==> src/rtl/lsu_pkg.sv <==
`default_nettype none
// ============================================================================
//  Module      : lsu_pkg
//  Description : Shared encodings for the load/store unit: access sizes and
//                controller states.
//  Revision    : 1.0 - initial release
// ============================================================================
package lsu_pkg;

    // Access size as presented on the core request interface
    typedef enum logic [1:0] {
        SZ_BYTE = 2'b00,
        SZ_HALF = 2'b01,
        SZ_WORD = 2'b10,
        SZ_ILL  = 2'b11
    } size_e;

    // Controller states
    typedef enum logic [2:0] {
        ST_IDLE = 3'd0,
        ST_RD   = 3'd1,
        ST_WR   = 3'd2,
        ST_DONE = 3'd3,
        ST_ERR  = 3'd4
    } state_e;

endpackage : lsu_pkg
`default_nettype wire

==> src/rtl/mem_lane_align.sv <==
`default_nettype none
// ============================================================================
//  Module      : mem_lane_align
//  Description : Combinational lane handling. Extracts and extends a byte or
//                halfword from a memory word for loads, and merges store data
//                into the addressed lane of a base word for stores.
//  Revision    : 1.0 - initial release
// ============================================================================
module mem_lane_align
    import lsu_pkg::*;
(
    input  logic [31:0] i_word,   // memory word (load source / merge base)
    input  size_e       i_size,
    input  logic [1:0]  i_lane,   // byte address bits [1:0], little-endian
    input  logic        i_uns,    // 1 = zero-extend, 0 = sign-extend
    input  logic [31:0] i_wdata,  // store data, low byte/half used for sub-word
    output logic [31:0] o_load,
    output logic [31:0] o_merge
);

    logic [7:0]  w_byte;
    logic [15:0] w_half;

    // Pick the addressed lane and extend it to a full load result
    always_comb begin
        case (i_lane)
            2'd0:    w_byte = i_word[7:0];
            2'd1:    w_byte = i_word[15:8];
            2'd2:    w_byte = i_word[23:16];
            default: w_byte = i_word[31:24];
        endcase
        w_half = i_lane[1] ? i_word[31:16] : i_word[15:0];
        case (i_size)
            SZ_BYTE: o_load = {{24{~i_uns & w_byte[7]}}, w_byte};
            SZ_HALF: o_load = {{16{~i_uns & w_half[15]}}, w_half};
            default: o_load = i_word;
        endcase
    end

    // Replace only the addressed lane of the base word; word stores pass through
    always_comb begin
        o_merge = i_word;
        case (i_size)
            SZ_BYTE: begin
                case (i_lane)
                    2'd0:    o_merge[7:0]   = i_wdata[7:0];
                    2'd1:    o_merge[15:8]  = i_wdata[7:0];
                    2'd2:    o_merge[23:16] = i_wdata[7:0];
                    default: o_merge[31:24] = i_wdata[7:0];
                endcase
            end
            SZ_HALF: begin
                if (i_lane[1]) o_merge[31:16] = i_wdata[15:0];
                else           o_merge[15:0]  = i_wdata[15:0];
            end
            default: o_merge = i_wdata;
        endcase
    end

endmodule : mem_lane_align
`default_nettype wire

==> src/rtl/load_store_unit.sv <==
`default_nettype none
// ============================================================================
//  Module      : load_store_unit
//  Description : Single-outstanding load/store controller between a core and
//                a word-wide synchronous-write memory. Sub-word stores are
//                done as read-modify-write; misaligned, out-of-range and
//                illegal-size accesses are rejected with an err pulse.
//  Revision    : 1.0 - initial release
// ============================================================================
module load_store_unit
    import lsu_pkg::*;
#(
    parameter int ADDR_W = 16
) (
    input  logic              clk,
    input  logic              rst,
    input  logic              req,
    input  logic              wr,
    input  logic [1:0]        size,
    input  logic              uns,
    input  logic [31:0]       addr,
    input  logic [31:0]       wdata,
    output logic              busy,
    output logic              done,
    output logic              err,
    output logic [31:0]       rdata,
    output logic [ADDR_W-1:0] mem_a,
    output logic              mem_we,
    output logic [31:0]       mem_wd,
    input  logic [31:0]       mem_out
);

    state_e              r_state;
    state_e              w_state_nxt;
    logic [ADDR_W-1:0]   r_addr;
    logic [31:0]         r_wdata;
    size_e               r_size;
    logic                r_wr;
    logic                r_uns;
    logic [31:0]         r_base;
    logic [31:0]         r_rdata;

    logic                w_hi_bad;
    logic                w_reject;
    logic [31:0]         w_align_word;
    logic [31:0]         w_load;
    logic [31:0]         w_merge;

    // Address bits above the memory range must be zero; nothing to check at full width
    generate
        if (ADDR_W < 32) begin : g_hi_chk
            assign w_hi_bad = |addr[31:ADDR_W];
        end else begin : g_no_hi_chk
            assign w_hi_bad = 1'b0;
        end
    endgenerate

    assign w_reject = (size == SZ_ILL)
                    | w_hi_bad
                    | ((size == SZ_WORD) && (addr[1:0] != 2'b00))
                    | ((size == SZ_HALF) && addr[0]);

    // RD extracts from the live memory word; WR merges into the captured base
    assign w_align_word = (r_state == ST_RD) ? mem_out : r_base;

    mem_lane_align u_align (
        .i_word  (w_align_word),
        .i_size  (r_size),
        .i_lane  (r_addr[1:0]),
        .i_uns   (r_uns),
        .i_wdata (r_wdata),
        .o_load  (w_load),
        .o_merge (w_merge)
    );

    // Next-state selection
    always_comb begin
        w_state_nxt = r_state;
        case (r_state)
            ST_IDLE: begin
                if (req) begin
                    if (w_reject)               w_state_nxt = ST_ERR;
                    else if (!wr)               w_state_nxt = ST_RD;
                    else if (size == SZ_WORD)   w_state_nxt = ST_WR;
                    else                        w_state_nxt = ST_RD;
                end
            end
            ST_RD:   w_state_nxt = r_wr ? ST_WR : ST_DONE;
            ST_WR:   w_state_nxt = ST_DONE;
            ST_DONE: w_state_nxt = ST_IDLE;
            ST_ERR:  w_state_nxt = ST_IDLE;
            default: w_state_nxt = ST_IDLE;
        endcase
    end

    // State register, request capture, merge-base capture and load result
    always_ff @(posedge clk) begin
        if (rst) begin
            r_state <= ST_IDLE;
            r_addr  <= '0;
            r_wdata <= '0;
            r_size  <= SZ_BYTE;
            r_wr    <= 1'b0;
            r_uns   <= 1'b0;
            r_base  <= '0;
            r_rdata <= '0;
        end else begin
            r_state <= w_state_nxt;
            if (r_state == ST_IDLE && req) begin
                r_addr  <= addr[ADDR_W-1:0];
                r_wdata <= wdata;
                r_size  <= size_e'(size);
                r_wr    <= wr;
                r_uns   <= uns;
            end
            if (r_state == ST_RD) begin
                r_base <= mem_out;
                if (!r_wr) r_rdata <= w_load;
            end
        end
    end

    // Status and memory-side outputs; rst masks everything that could act on memory or the core
    assign busy   = !rst && (r_state != ST_IDLE);
    assign done   = !rst && ((r_state == ST_DONE) || (r_state == ST_ERR));
    assign err    = !rst && (r_state == ST_ERR);
    assign rdata  = r_rdata;
    assign mem_a  = (r_state == ST_IDLE) ? '0 : {r_addr[ADDR_W-1:2], 2'b00};
    assign mem_we = !rst && (r_state == ST_WR);
    assign mem_wd = (r_state == ST_WR) ? w_merge : 32'h0;

endmodule : load_store_unit
`default_nettype wire
==> config.mk <==
export PLATFORM = sky130hd
export DESIGN_NAME = load_store_unit
export DESIGN_NICKNAME = d
export VERILOG_FILES = /design/src/rtl/lsu_pkg.sv /design/src/rtl/mem_lane_align.sv /design/src/rtl/load_store_unit.sv
export SDC_FILE = /design/constraint.sdc
export NUM_CORES = 1
export LEC_CHECK = 0
export ABC_AREA = 0
export CELL_PAD_IN_SITES_DETAIL_PLACEMENT = 1
export CELL_PAD_IN_SITES_GLOBAL_PLACEMENT = 2
export CORE_UTILIZATION = 28
export DETAILED_ROUTE_END_ITERATION = 10
export HOLD_SLACK_MARGIN = 0.02
export PLACE_DENSITY = 0.78
export SKIP_LAST_GASP = 1
export SYNTH_ARGS = -nofsm -noshare
export SYNTH_HDL_FRONTEND = slang
export SYNTH_HIERARCHICAL = 1
export SYNTH_SLANG_ARGS = --single-unit
==> constraint.sdc <==
create_clock -name clk -period 3.1 [get_ports clk]
set_input_delay 0.465 -clock clk [delete_from_list [all_inputs] [get_ports clk]]
set_output_delay 0.465 -clock clk [all_outputs]
set_load 0.01 [all_outputs]
* Word level (Yosys, flattened, before mapping)
Cells that the tools add are included.
Widths: inputs -> output; s select.
** Storage, ports and cells
- Bits in registers :: 119
- Latch bits :: 0
- Memory bits (writable) :: 0
- ROM bits :: 0
- Input port bits :: 103
- Output and inout bits :: 84
- Memories :: 0
** Cells by class
- Add/sub/neg operators :: 0
- Multiply operators :: 0
- Div/mod/pow operators :: 0
- Order comparisons :: 0
- Eq/ne operators :: 11
- Shifts and indexed selects :: 0
- Mux-type cells :: 19
- Bitwise operators :: 7
- Reduce and logical (&&, ||, !) cells :: 17
** Operators with widths (count)
- $pmux 32 s2 :: 2
- $mux 16 :: 4
- $mux 32 :: 2
- $mux 8 :: 4
- $pmux 8 s3 :: 1
- $reduce_or 16->1 :: 1
- $pmux 3 s3 :: 1
- $logic_and 1x1->1 :: 7
- $eq 2x1->1 const B :: 3
- $eq 2x2->1 const B :: 3
- $eq 3x2->1 const B :: 2
- $mux 3 :: 2
- $logic_not 2->1 :: 2
- $mux 2 :: 2
- $eq 3x1->1 const B :: 1
- $eq 3x3->1 const B :: 1
- $logic_not 3->1 :: 1
- $or 1x1->1 :: 3
- $reduce_bool 3->1 :: 1
- $reduce_or 3->1 :: 1
- $and 1x1->1 :: 2
- $ne 2x2->1 const B :: 1
- $not 1->1 :: 2
- $reduce_and 2->1 :: 1
- other kinds (4) :: 4

* Longest topological paths before layout
Gate-level depths: netlist (run 1).
- Depth after elaboration :: 7
- Gate-level depth with buffers :: 9
- Depth with buffers taken out :: 7

* Modules after synthesis
Netlist (run 1), hierarchy kept.
** By module, submodules not included
- load_store_unit :: times used 1, cells each 556, area an instance 4705.8 um^2, seq. area each 2382.3 um^2
- mem_lane_align :: times used 1, cells each 251, area an instance 1928.1 um^2, seq. area each 0.0 um^2

* Worst setup path after synthesis (run 1)
Ideal clock, no wire load.
- Path type :: register to register
- Start :: reg r_state[0]
- End :: reg r_rdata[31], in the netlist rdata[31]
- Library setup time :: 0.132 ns
- Arrival :: 2.184 ns
- Data required time :: 2.968 ns
- Slack :: 0.784 ns
- Cell stages (with the launch flop) :: 10
- Path buffers :: 2
- Period minus slack after synthesis :: 2.316 ns
- Cell sequence :: dfxtp_1 > nor3b_4 > buf_4 > mux2_2 > mux2_4 > a31oi_4 > buf_4 > o22ai_1 > nand2_1 > a21oi_1
** Between the ends
- Cells in the longest elaborated chain, start to end :: 5
** RTL lines
- start: declaration :: line load_store_unit.sv:33 : state_e r_state;
- start signal: assignment :: line load_store_unit.sv:108 : r_state <= w_state_nxt;
- $eq 3x1->1 * :: line load_store_unit.sv:64 : assign w_align_word = (r_state == ST_RD) ? mem_out : r_base;
- $mux 32 *
- net w_align_word[15] :: line load_store_unit.sv:45 : logic [31:0] w_align_word;
- $pmux 8 s3 / $mux 16 (equally long branches) :: line mem_lane_align.sv:26, mem_lane_align.sv:32
- $and 1x1->1, on equally long branches :: line mem_lane_align.sv:34, mem_lane_align.sv:35
- $pmux 32 s2 * :: line mem_lane_align.sv:33 : case (i_size)
- net w_load[31] :: line load_store_unit.sv:46 : logic [31:0] w_load;
- end signal: assignment :: line load_store_unit.sv:118 : if (!r_wr) r_rdata <= w_load;
- end: declaration :: line load_store_unit.sv:41 : logic [31:0] r_rdata;
The timed path passes the listed nets; every way through them passes the cells marked *.
A chain may end at the register's enable or synchronous reset.

* Worst setup path in the final report (run 1)
- Start :: reg r_state[2]
- End :: out mem_wd[14]
** Between the ends
- Cells in the longest elaborated chain, start to end :: 5
** RTL lines
- $eq 3x1->1 * :: line load_store_unit.sv:64
- $mux 32 *
- net w_align_word[14] :: line load_store_unit.sv:45
- $mux 16 / $mux 8 (equally long branches) :: line mem_lane_align.sv:53, mem_lane_align.sv:45
- $pmux 32 s2 * :: line mem_lane_align.sv:43 : case (i_size)
- net w_merge[14] :: line load_store_unit.sv:47 : logic [31:0] w_merge;
- $mux 32 * :: line load_store_unit.sv:130 : assign mem_wd = (r_state == ST_WR) ? w_merge : 32'h0;
- end: declaration :: line load_store_unit.sv:29 : output logic [31:0] mem_wd,
Marked as above.

==> qor.yml, run 1 <==
synthesis:
  synth_cells: 807
  synthTopCellsByArea: "dfxtp_1 (36%), nand2_1 (11%), nor2b_1 (7.6%)"
  syn_avg_cell_area_um2: 8.22
  ys.flop_type: "dfxtp_1"
  synth_top_area_share_pct: 35.9
  synth_edf_count: 0
  async_flop_share_pct: 0
  synth-seq-cells: 119
  yosysTopAreaCell: "dfxtp_1"
  synth_cell_type_count: 47
  ys_warn_count: 6
  ys_seq_area_share_pct: 35.9
  syn-cell-area_um2: 6630
placed_design:
  io_buffers: 184
  place_congestion: 0.802
  dpl_cell_area_um2: 8690
  hpwl_um: 17200
grt:
  antenna_found_initial: 1
  met2_usage_pct: 33.7
  top_usage_layer: "met2"
  grt_max_degree: 103
  overflow: 0
  grtUsageMet3_pct: 3.92
  gr-usage-all-layers_pct: 20.9
  first_global_vias: 6436
  grtUsageMet1_pct: 27.5
  grt_pass1_wl_um: 38400
cells_and_area:
  final_cell_mix: "nand2_1 (195), clkdlybuf4s50_1 (151), dfxtp_1 (115)"
  finish.utilization_pct: 41.7
  drive_gt1_share_pct: 13.4
  fin_nets: 1074
  area_growth_pct: 44.1
  layout_commonest_cell: "nand2_1"
  final_cell_area_um2: 9560
setup_path:
  reg2reg_slack_ps: 380
  slowest_stage: "mux2_2"
  r2r_end: "rdata[29]"
  cpMostUsedCell: "buf_12"
  max_stage_delay_ps: 390
  arrival_ps: 2640
  critPathKind: "register to primary output"
  cp-start-kind: "register"
  worstPathCellList: "nor3b_4, buf_6, buf_12, buf_12, mux2_2, a221o_1, and2_2, dlygate4sd2_1"
  r2r-start: "r_state[2]"
  cp.required_ps: 2630
  ff2ff_path_depth: 10
  worstSetupEndpointType: "primary output"
  cp_max_fo: 6
route:
  avgRoutedWirePerCell_um: 19.2
  via_per_inst: 4.91
  dr.pass1.iters: 4
  vias: 6370
  drtIter0Drc: 339
  drt-total-wl_um: 24900
  drcViolationCount: 0
  final_antenna_net_count: 0
sta:
  tightestPinTransition_ps: 1130
  maxSlewViolCount: 0
  timing.final.crit_period_ps: 3110
  slew_headroom_pct: 24.4
  period_share_pct: 100
  grt_setup_unrepaired: "yes"
  setup_slack_ps: -5.49
  fmax_mhz: 322
  hold_viol: 0
  skew_ps: 8.35
  setup_violations: 2
clock_tree:
  cts_tree: "yes"
  cts_buffers: 17
  htree_num_levels: 4
  clock-root-buffer: "clkbuf_16"
  cts.clk_slew.worst_paths_ps: 60
  cts_sinks: 119
  clock_path_buffers: 2
  ctsHoldBuffers: 0
  worstSkewPairLatency_ps: 420
status:
  violations: "negative setup slack"
  status: "finished, violations left"
floorplanning:
  die_area_um2: 24300
  start_util_pct: 28.9
  core.rowCount: 55
  io_pins: 187
  die_h_um: 156
  die_w_um: 156
  coreArea_um2: 22900
power:
  irDropWorstVdd_v: 0.000214
  leakage_nw: 3.89
  power_density_nw_per_um2: 437
hold_path:
  whs_path_depth: 2
  holdCritPathClass: "primary input to register"
  whs_endpoint: "r_addr[11]"
  holdCritStartpoint: "rst"
job:
  cap_violations: 0
[cells in the mapped netlist, types with 11 or more instances]
cell type	instances
nor2_1	11
dfxtp_1	119
and2_1	37
mux2_2	40
a21oi_1	89
o22ai_1	23
nand2_1	196
mux2i_1	33
buf_4	12
o221ai_1	17
buf_2	17
nor2b_1	81
clkbuf_1	30
[worst max-delay path, delay by kind of cell, from the launching register on]
kind / cells / cell delay (ps)
buf+inv: 4 / 700
simple gates: 2 / 420
mux: 1 / 390
flops: 1 / 360
compound gates: 1 / 340
[how the worst max path moves through the flow]
stage	startpoint	end	cells after the start
floorplan	r_state[0]	rdata[31]	9
detailed placement	r_state[2]	mem_wd[12]	8
CTS	r_state[1]	mem_wd[1]	7
global route	r_state[2]	mem_wd[22]	8
finish	r_state[2]	mem_wd[14]	8
global placement	r_state[2]	mem_wd[12]	8
[registers in the layout, summed over array words and instances, names as in the netlist]
name,count
r_size,2
r_base,32
r_uns,1
r_state,3
rdata,32
r_wdata,32
r_wr,1
r_addr,16
[layout make-up]
class | count | area (µm²)
Timing Repair Buffer | 213 | 2160
Clock inverter | 8 | 120
Fill cell | 2693 | 13400
Multi-Input combinational cell | 615 | 3990
Inverter | 5 | 18.8
Clock buffer | 23 | 488
Antenna cell | 1 | 2.50
Sequential cell | 119 | 2390
Tap cell | 313 | 392
[kinds of logic after synthesis]
logic type / synth area share (%)
compound gates: 16.4
buf+inv: 6.11
other cells: 0.0565
mux: 14.4
simple gates: 27.1
flops: 35.9
[through the flow]
step	power, mW	TNS [ps]	std cells	hold slack, ps	worst slack [ps]
global route	4.34	-409	1296	413	-86.1
detailed placement	2.13	0	1260	444	248
CTS	4.22	-362	1294	394	-112
finish	4.18	-7.39	1297	397	-5.49
floorplan	1.90	0	808	432	784
global placement	2.13	0	1260	438	282
[where the power goes]
| part | switching (mW) | internal (mW) | total (mW) |
|---|---|---|---|
| Sequential | 0.0420 | 1.57 | 1.61 |
| Clock | 0.731 | 1.34 | 2.07 |
| Combinational | 0.252 | 0.239 | 0.491 |
| Total | 1.03 | 3.15 | 4.18 |
[routing by layer]
layer / vias up / routed length [µm] / part of all wire, %
met5: - / 0 / 0
met4: 0 / 638 / 2.6
met3: 28 / 1300 / 5.2
met2: 190 / 11500 / 46
met1: 3055 / 11500 / 46
li1: 3097 / - / -
[what timing repair did]
item                                    4_1_cts  5_1_grt
setup buffers                                 2        1
gates resized for setup                      46       22
cloned                                        1        1
pin swaps                                     1        1
hold endpoints to repair                      0        0
endpoints found under the setup margin       30       23
Power figures use the tool's default switching activity.
==> run 2: changes to the inputs <==
--- a/config.mk
+++ b/config.mk
@@ -6,6 +6,7 @@
 export NUM_CORES = 1
 export LEC_CHECK = 0
 export ABC_AREA = 0
+export ABC_CLOCK_PERIOD_IN_PS = 3100
 export CELL_PAD_IN_SITES_DETAIL_PLACEMENT = 1
 export CELL_PAD_IN_SITES_GLOBAL_PLACEMENT = 2
 export CORE_UTILIZATION = 28
@@ -13,6 +14,7 @@
 export HOLD_SLACK_MARGIN = 0.02
 export PLACE_DENSITY = 0.78
 export SKIP_LAST_GASP = 1
+export SLEW_MARGIN = 20
 export SYNTH_ARGS = -nofsm -noshare
 export SYNTH_HDL_FRONTEND = slang
 export SYNTH_HIERARCHICAL = 1
==> run 2 against run 1 <==
Against the previous run: critical endpoint unchanged; core utilization barely moved; via count did not move; critical path depth is the same; clock skew unchanged; largest cell class unchanged; count of clock-buffer cells in the layout unchanged; die area did not move; sequential cell count did not move; power hardly changed; largest power group unchanged; the flow still finishes with violations (negative setup slack).
==> qor.yml, run 2 (synthesis results as in run 1) <==
cells_and_area:
  fin_nets: 1074  # unchanged
  drive_gt1_share_pct: 13.4  # unchanged
  finish.utilization_pct: 41.7  # about the same
  layout_commonest_cell: "nand2_1"
  final_cell_mix: "nand2_1 (195), clkdlybuf4s50_1 (151), dfxtp_1 (115)"
  area_growth_pct: 44.1  # about the same
sta:
  timing.final.crit_period_ps: 3110  # unchanged
  fin_hold_ws_ps: 402  # +5.17 ps
  setup_slack_ps: -5.49  # unchanged
  slew_headroom_pct: 28.7  # +4.3 points
  period_share_pct: 100  # unchanged
  maxSlewViolCount: 0  # unchanged
  fin_tns_setup_ps: -7.44  # -0.0466 ps
  skew_ps: 8.35  # unchanged
  tightestPinTransition_ps: 1070  # -68.5 ps
  grt_setup_unrepaired: "yes"
  setup_violations: 2  # unchanged
  hold_viol: 0  # unchanged
  fmax_mhz: 322  # unchanged
job:
  cap_violations: 0  # unchanged
floorplanning:
  coreArea_um2: 22900  # unchanged
  die_h_um: 156  # unchanged
  die_w_um: 156  # unchanged
  core.rowCount: 55  # unchanged
  start_util_pct: 28.9  # unchanged
  die_area_um2: 24300  # unchanged
  io_pins: 187  # unchanged
clock_tree:
  cts_sinks: 119  # unchanged
  cts_buffers: 17  # unchanged
  clock-root-buffer: "clkbuf_16"
  ctsHoldBuffers: 0  # unchanged
  worstSkewPairLatency_ps: 420  # about the same
  htree_num_levels: 4  # unchanged
  cts.clk_slew.worst_paths_ps: 60  # about the same
  cts_tree: "yes"
  clock_path_buffers: 2  # unchanged
route:
  vias: 6370  # unchanged
  drt-total-wl_um: 24900  # about the same
  drcViolationCount: 0  # unchanged
  drtIter0Drc: 339  # unchanged
  final_antenna_net_count: 0  # unchanged
  via_per_inst: 4.91  # unchanged
  avgRoutedWirePerCell_um: 19.2  # about the same
  dr.pass1.iters: 4  # unchanged
setup_path:
  critPathKind: "register to primary output"
  worstSetupEndpointType: "primary output"
  cp_max_fo: 6  # unchanged
  cp.required_ps: 2630  # about the same
  cp-start-kind: "register"
  arrival_ps: 2640  # about the same
status:
  violations: "negative setup slack"
  status: "finished, violations left"
grt:
  overflow: 0  # unchanged
  grt_pass1_wl_um: 38400  # unchanged
  first_global_vias: 6436  # unchanged
  grt_max_degree: 103  # unchanged
  gr-usage-all-layers_pct: 20.9  # unchanged
  antenna_found_initial: 1  # unchanged
placed_design:
  io_buffers: 184  # unchanged
  place_ws_ps: 248  # unchanged
  place_congestion: 0.802  # unchanged
  hpwl_um: 17200  # unchanged
power:
  leakage_nw: 3.89  # about the same
  power_density_nw_per_um2: 437  # about the same
  irDropWorstVdd_v: 0.000214  # about the same
hold_path:
  holdCritPathClass: "primary input to register"
run 2: cell types whose count changed in the layout (fill, tap and decap cells not counted):
cell / change
buf_4: -1
buf_6: +1
run 2: report_power, final:
| part | internal (mW) | leakage, nW | switching [mW] | total [mW] |
|---|---|---|---|---|
| registers | 1.57 | 0.969 | 0.0420 | 1.61 |
| logic | 0.240 | 2.63 | 0.252 | 0.492 |
| clock network | 1.34 | 0.295 | 0.731 | 2.07 |
run 2: stage by stage:
| stage | total power [mW] | instance area, µm² | instances |
|---|---|---|---|
| 2_1_floorplan | 1.90 | 6640 | 808 |
| 3_3_place_gp | 2.13 | 8690 | 1260 |
| 3_5_place_dp | 2.13 | 8690 | 1260 |
| 4_1_cts | 4.22 | 9450 | 1294 |
| 5_1_grt | 4.34 | 9560 | 1296 |
| 6_report | 4.18 | 9560 | 1297 |
run 2: repair_timing:
item,in CTS,in global routing
pin swaps,1,1
buffers inserted,2,1
resized for setup,46,22
endpoints found under the hold margin,0,0
setup endpoints to repair,30,23
cloned,1,1
run 2: area by class of cell:
class | count | area [µm²]
Fill cell | 2693 | 13400
Clock inverter | 8 | 120
Antenna cell | 1 | 2.50
Sequential cell | 119 | 2390
Tap cell | 313 | 392
Multi-Input combinational cell | 615 | 3990
Clock buffer | 23 | 488
Timing Repair Buffer | 213 | 2170
Inverter | 5 | 18.8
run 2: worst paths after layout:
path / to / cells past startpoint / start / slack, ps
worst min-delay path: r_addr[11] / 2 / rst / 400
worst min register to register: r_addr[2] / 2 / r_addr[2] / 450
worst max register to register: rdata[29] / 10 / r_state[2] / 390
worst max-delay path: mem_wd[14] / 8 / r_state[2] / -5
run 2: layer usage:
metal / GRT usage (%) / wire (µm) / vias to the layer above
met2: 33.7 / 11500 / 190
met3: 3.92 / 1300 / 28
met4: 8.36 / 638 / 0
li1: - / - / 3097
met1: 27.5 / 11500 / 3055
met5: 0 / 0 / -
run 2: worst max-delay path: stages, from the launching register on:
cell	delay [ps]
dfxtp_2	360
nor3b_4	240
buf_6	170
buf_12	140
buf_12	100
mux2_2	390
a221o_1	340
and2_2	180
dlygate4sd2_1	290
==> run 3: changes to the inputs <==
--- a/config.mk
+++ b/config.mk
@@ -12,7 +12,7 @@
 export CORE_UTILIZATION = 28
 export DETAILED_ROUTE_END_ITERATION = 10
 export HOLD_SLACK_MARGIN = 0.02
-export PLACE_DENSITY = 0.78
+export PLACE_DENSITY_LB_ADDON = 0.05
 export SKIP_LAST_GASP = 1
 export SLEW_MARGIN = 20
 export SYNTH_ARGS = -nofsm -noshare
==> run 3 against run 2 <==
Against the previous run: the flow still finishes with violations (negative setup slack); final area increased by 2.0%; maximum frequency decreased by 1.5%; core utilization increased by 0.85 points; critical path type unchanged; worst setup slack got worse by 47 ps; highest routed layer unchanged; power increased by 0.65%; sequential power about the same; largest power group unchanged; die area unchanged; routed wire length increased by 2.3%; register-to-register slack about the same.
==> qor.yml, run 3 (synthesis results as in run 1) <==
status:
  status: "finished, violations left"
  violations: "negative setup slack"
job:
  cap_violations: 0  # unchanged
cells_and_area:
  diodes: 0  # -1
  layout_commonest_cell: "nand2_1"
  seq_area_um2: 2390  # +0.16%
  multi_input_area_um2: 4000  # +0.28%
  final_cell_mix: "nand2_1 (195), clkdlybuf4s50_1 (156), dfxtp_1 (114)"
  fillers: 2685  # -0.30%
  drive_gt1_share_pct: 16.1  # +2.7 points
  area_growth_pct: 47.1
  fin_nets: 1095  # +2.0%
  final_cell_count_no_fill: 1318  # +1.6%
  final_cell_area_um2: 9760  # +2.0%
grt:
  overflow: 0  # unchanged
  grt_pass1_wl_um: 38200  # -0.61%
  antenna_found_initial: 0  # -1
  gr-usage-all-layers_pct: 20.9  # about the same
  first_global_vias: 6448  # +0.19%
  grt_max_degree: 71  # -31%
sta:
  setup_violations: 8  # +6
  timing.final.crit_period_ps: 3150  # +47.3 ps
  slew_headroom_pct: 46.9  # +18 points
  tightestPinTransition_ps: 797  # -269 ps
  period_share_pct: 102  # +1.5 points
  grt_setup_unrepaired: "yes"
  skew_ps: 6.71  # -1.64 ps
  fin_tns_setup_ps: -158  # -150 ps
  fmax_mhz: 317  # -1.5%
  hold_viol: 0  # unchanged
  maxSlewViolCount: 0  # unchanged
  setup_slack_ps: -52.8  # -47.3 ps
hold_path:
  holdCritStartpoint: "rst"
  holdCritPathClass: "primary input to register"
  whs_path_depth: 2  # unchanged
  whs_endpoint: "r_addr[8]"
setup_path:
  cp.required_ps: 2630  # about the same
  r2r-start: "r_state[2]"
  startpoint: "r_state[2]"
  reg2reg_slack_ps: 390  # about the same
  arrival_ps: 2690  # +50 ps
  cp-start-kind: "register"
  worstSetupEndpointType: "primary output"
  r2r_end: "rdata[20]"
  critPathKind: "register to primary output"
  cp_max_fo: 8  # +2
  ff2ff_path_depth: 11  # +1
power:
  leakage_nw: 4.01  # +2.9%
  p_comb_share_pct: 11.8  # about the same
  p_seq_share_pct: 38.4  # -0.2 points
  irDropWorstVdd_v: 0.000306  # +43%
  p_switching_mw: 1.10  # +7.0%
  p_int_mw: 3.11  # -1.4%
  clkPwrFrac_pct: 49.9  # +0.3 points
  power_density_nw_per_um2: 431  # -1.4%
  swShare_pct: 26.1  # +1.6 points
floorplanning:
  die_h_um: 156  # unchanged
  io_pins: 187  # unchanged
  die_w_um: 156  # unchanged
  start_util_pct: 28.9  # unchanged
  die_area_um2: 24300  # unchanged
  core.rowCount: 55  # unchanged
  coreArea_um2: 22900  # unchanged
route:
  drt-total-wl_um: 25500  # +2.3%
  via_per_inst: 4.84  # -1.5%
  drtIter0Drc: 195  # -42%
  final_antenna_net_count: 0  # unchanged
  vias: 6373  # +0.047%
  avgRoutedWirePerCell_um: 19.4  # +0.69%
  drcViolationCount: 0  # unchanged
  dr.pass1.iters: 4  # unchanged
placed_design:
  place_inst: 1260  # unchanged
  hpwl_um: 17800  # +3.7%
  place_ws_ps: 195  # -52.9 ps
  dpl_cell_area_um2: 8710  # +0.17%
  place_congestion: 0.815  # +1.6%
  io_buffers: 184  # unchanged
clock_tree:
  cts.clk_slew.worst_paths_ps: 60  # about the same
  clock-root-buffer: "clkbuf_16"
  cts_buffers: 17  # unchanged
  cts_tree: "yes"
  cts_sinks: 119  # unchanged
  clock_path_buffers: 2  # unchanged
  htree_num_levels: 4  # unchanged
  worstSkewPairLatency_ps: 420  # about the same
[run 3: what timing repair did]
action,in CTS,in global routing
pin swaps,0,1
hold buffers,0,0
setup endpoints to repair,32,30
gates resized for setup,30,41
gates cloned,1,2
buffers inserted,6,17
[run 3: how the worst max path moves through the flow]
stage	end	slack, ps	depth (start not counted)
detailed placement	mem_wd[12]	200	8
floorplan	rdata[31]	780	9
global placement	mem_wd[12]	250	8
CTS	mem_wd[24]	-100	8
finish	mem_wd[11]	-50	7
global route	mem_wd[23]	-150	8
[run 3: area by class of cell]
class | instances | share of cell area, %
clock inverters | 14 | 1.80
inverters | 5 | 0.192
well taps | 313 | 4.01
flip-flops and latches | 119 | 24.5
clock buffers | 18 | 4.50
repair buffers | 234 | 24.0
multi-input cells | 615 | 41.0
[run 3: power by group through the flow]
stage | combinational [mW] | clock (mW) | sequential, mW
2_1_floorplan | 0.280 | 0 | 1.62
3_3_place_gp | 0.488 | 0 | 1.65
5_1_grt | 0.537 | 2.20 | 1.62
3_5_place_dp | 0.494 | 0 | 1.65
6_report | 0.495 | 2.10 | 1.61
4_1_cts | 0.497 | 2.14 | 1.61
[run 3: critical path: stages (launching register included)]
cell             delay (ps)
dfxtp_2                 360
nor3b_4                 260
buf_6                   180
buf_16                  150
mux2_2                  380
a221o_1                 310
and2_1                  140
clkdlybuf4s50_1         480
[run 3: per-stage QoR]
step / hold WS, ps / utilization (%) / power [mW]
after floorplan: 432 / - / 1.90
after global placement: 439 / 38.0 / 2.13
after detailed placement: 447 / 38.0 / 2.14
after CTS: 416 / 41.3 / 4.25
after global routing: 435 / 42.6 / 4.35
final: 431 / 42.6 / 4.20
[run 3: routing by layer]
layer / track usage (%) / vias to the layer above / routed length (µm)
met1: 26.8 / 3053 / 11900
met4: 7.98 / 0 / 560
met2: 35.0 / 143 / 12200
li1: - / 3146 / -
met3: 3.58 / 31 / 852
met5: 0 / - / 0
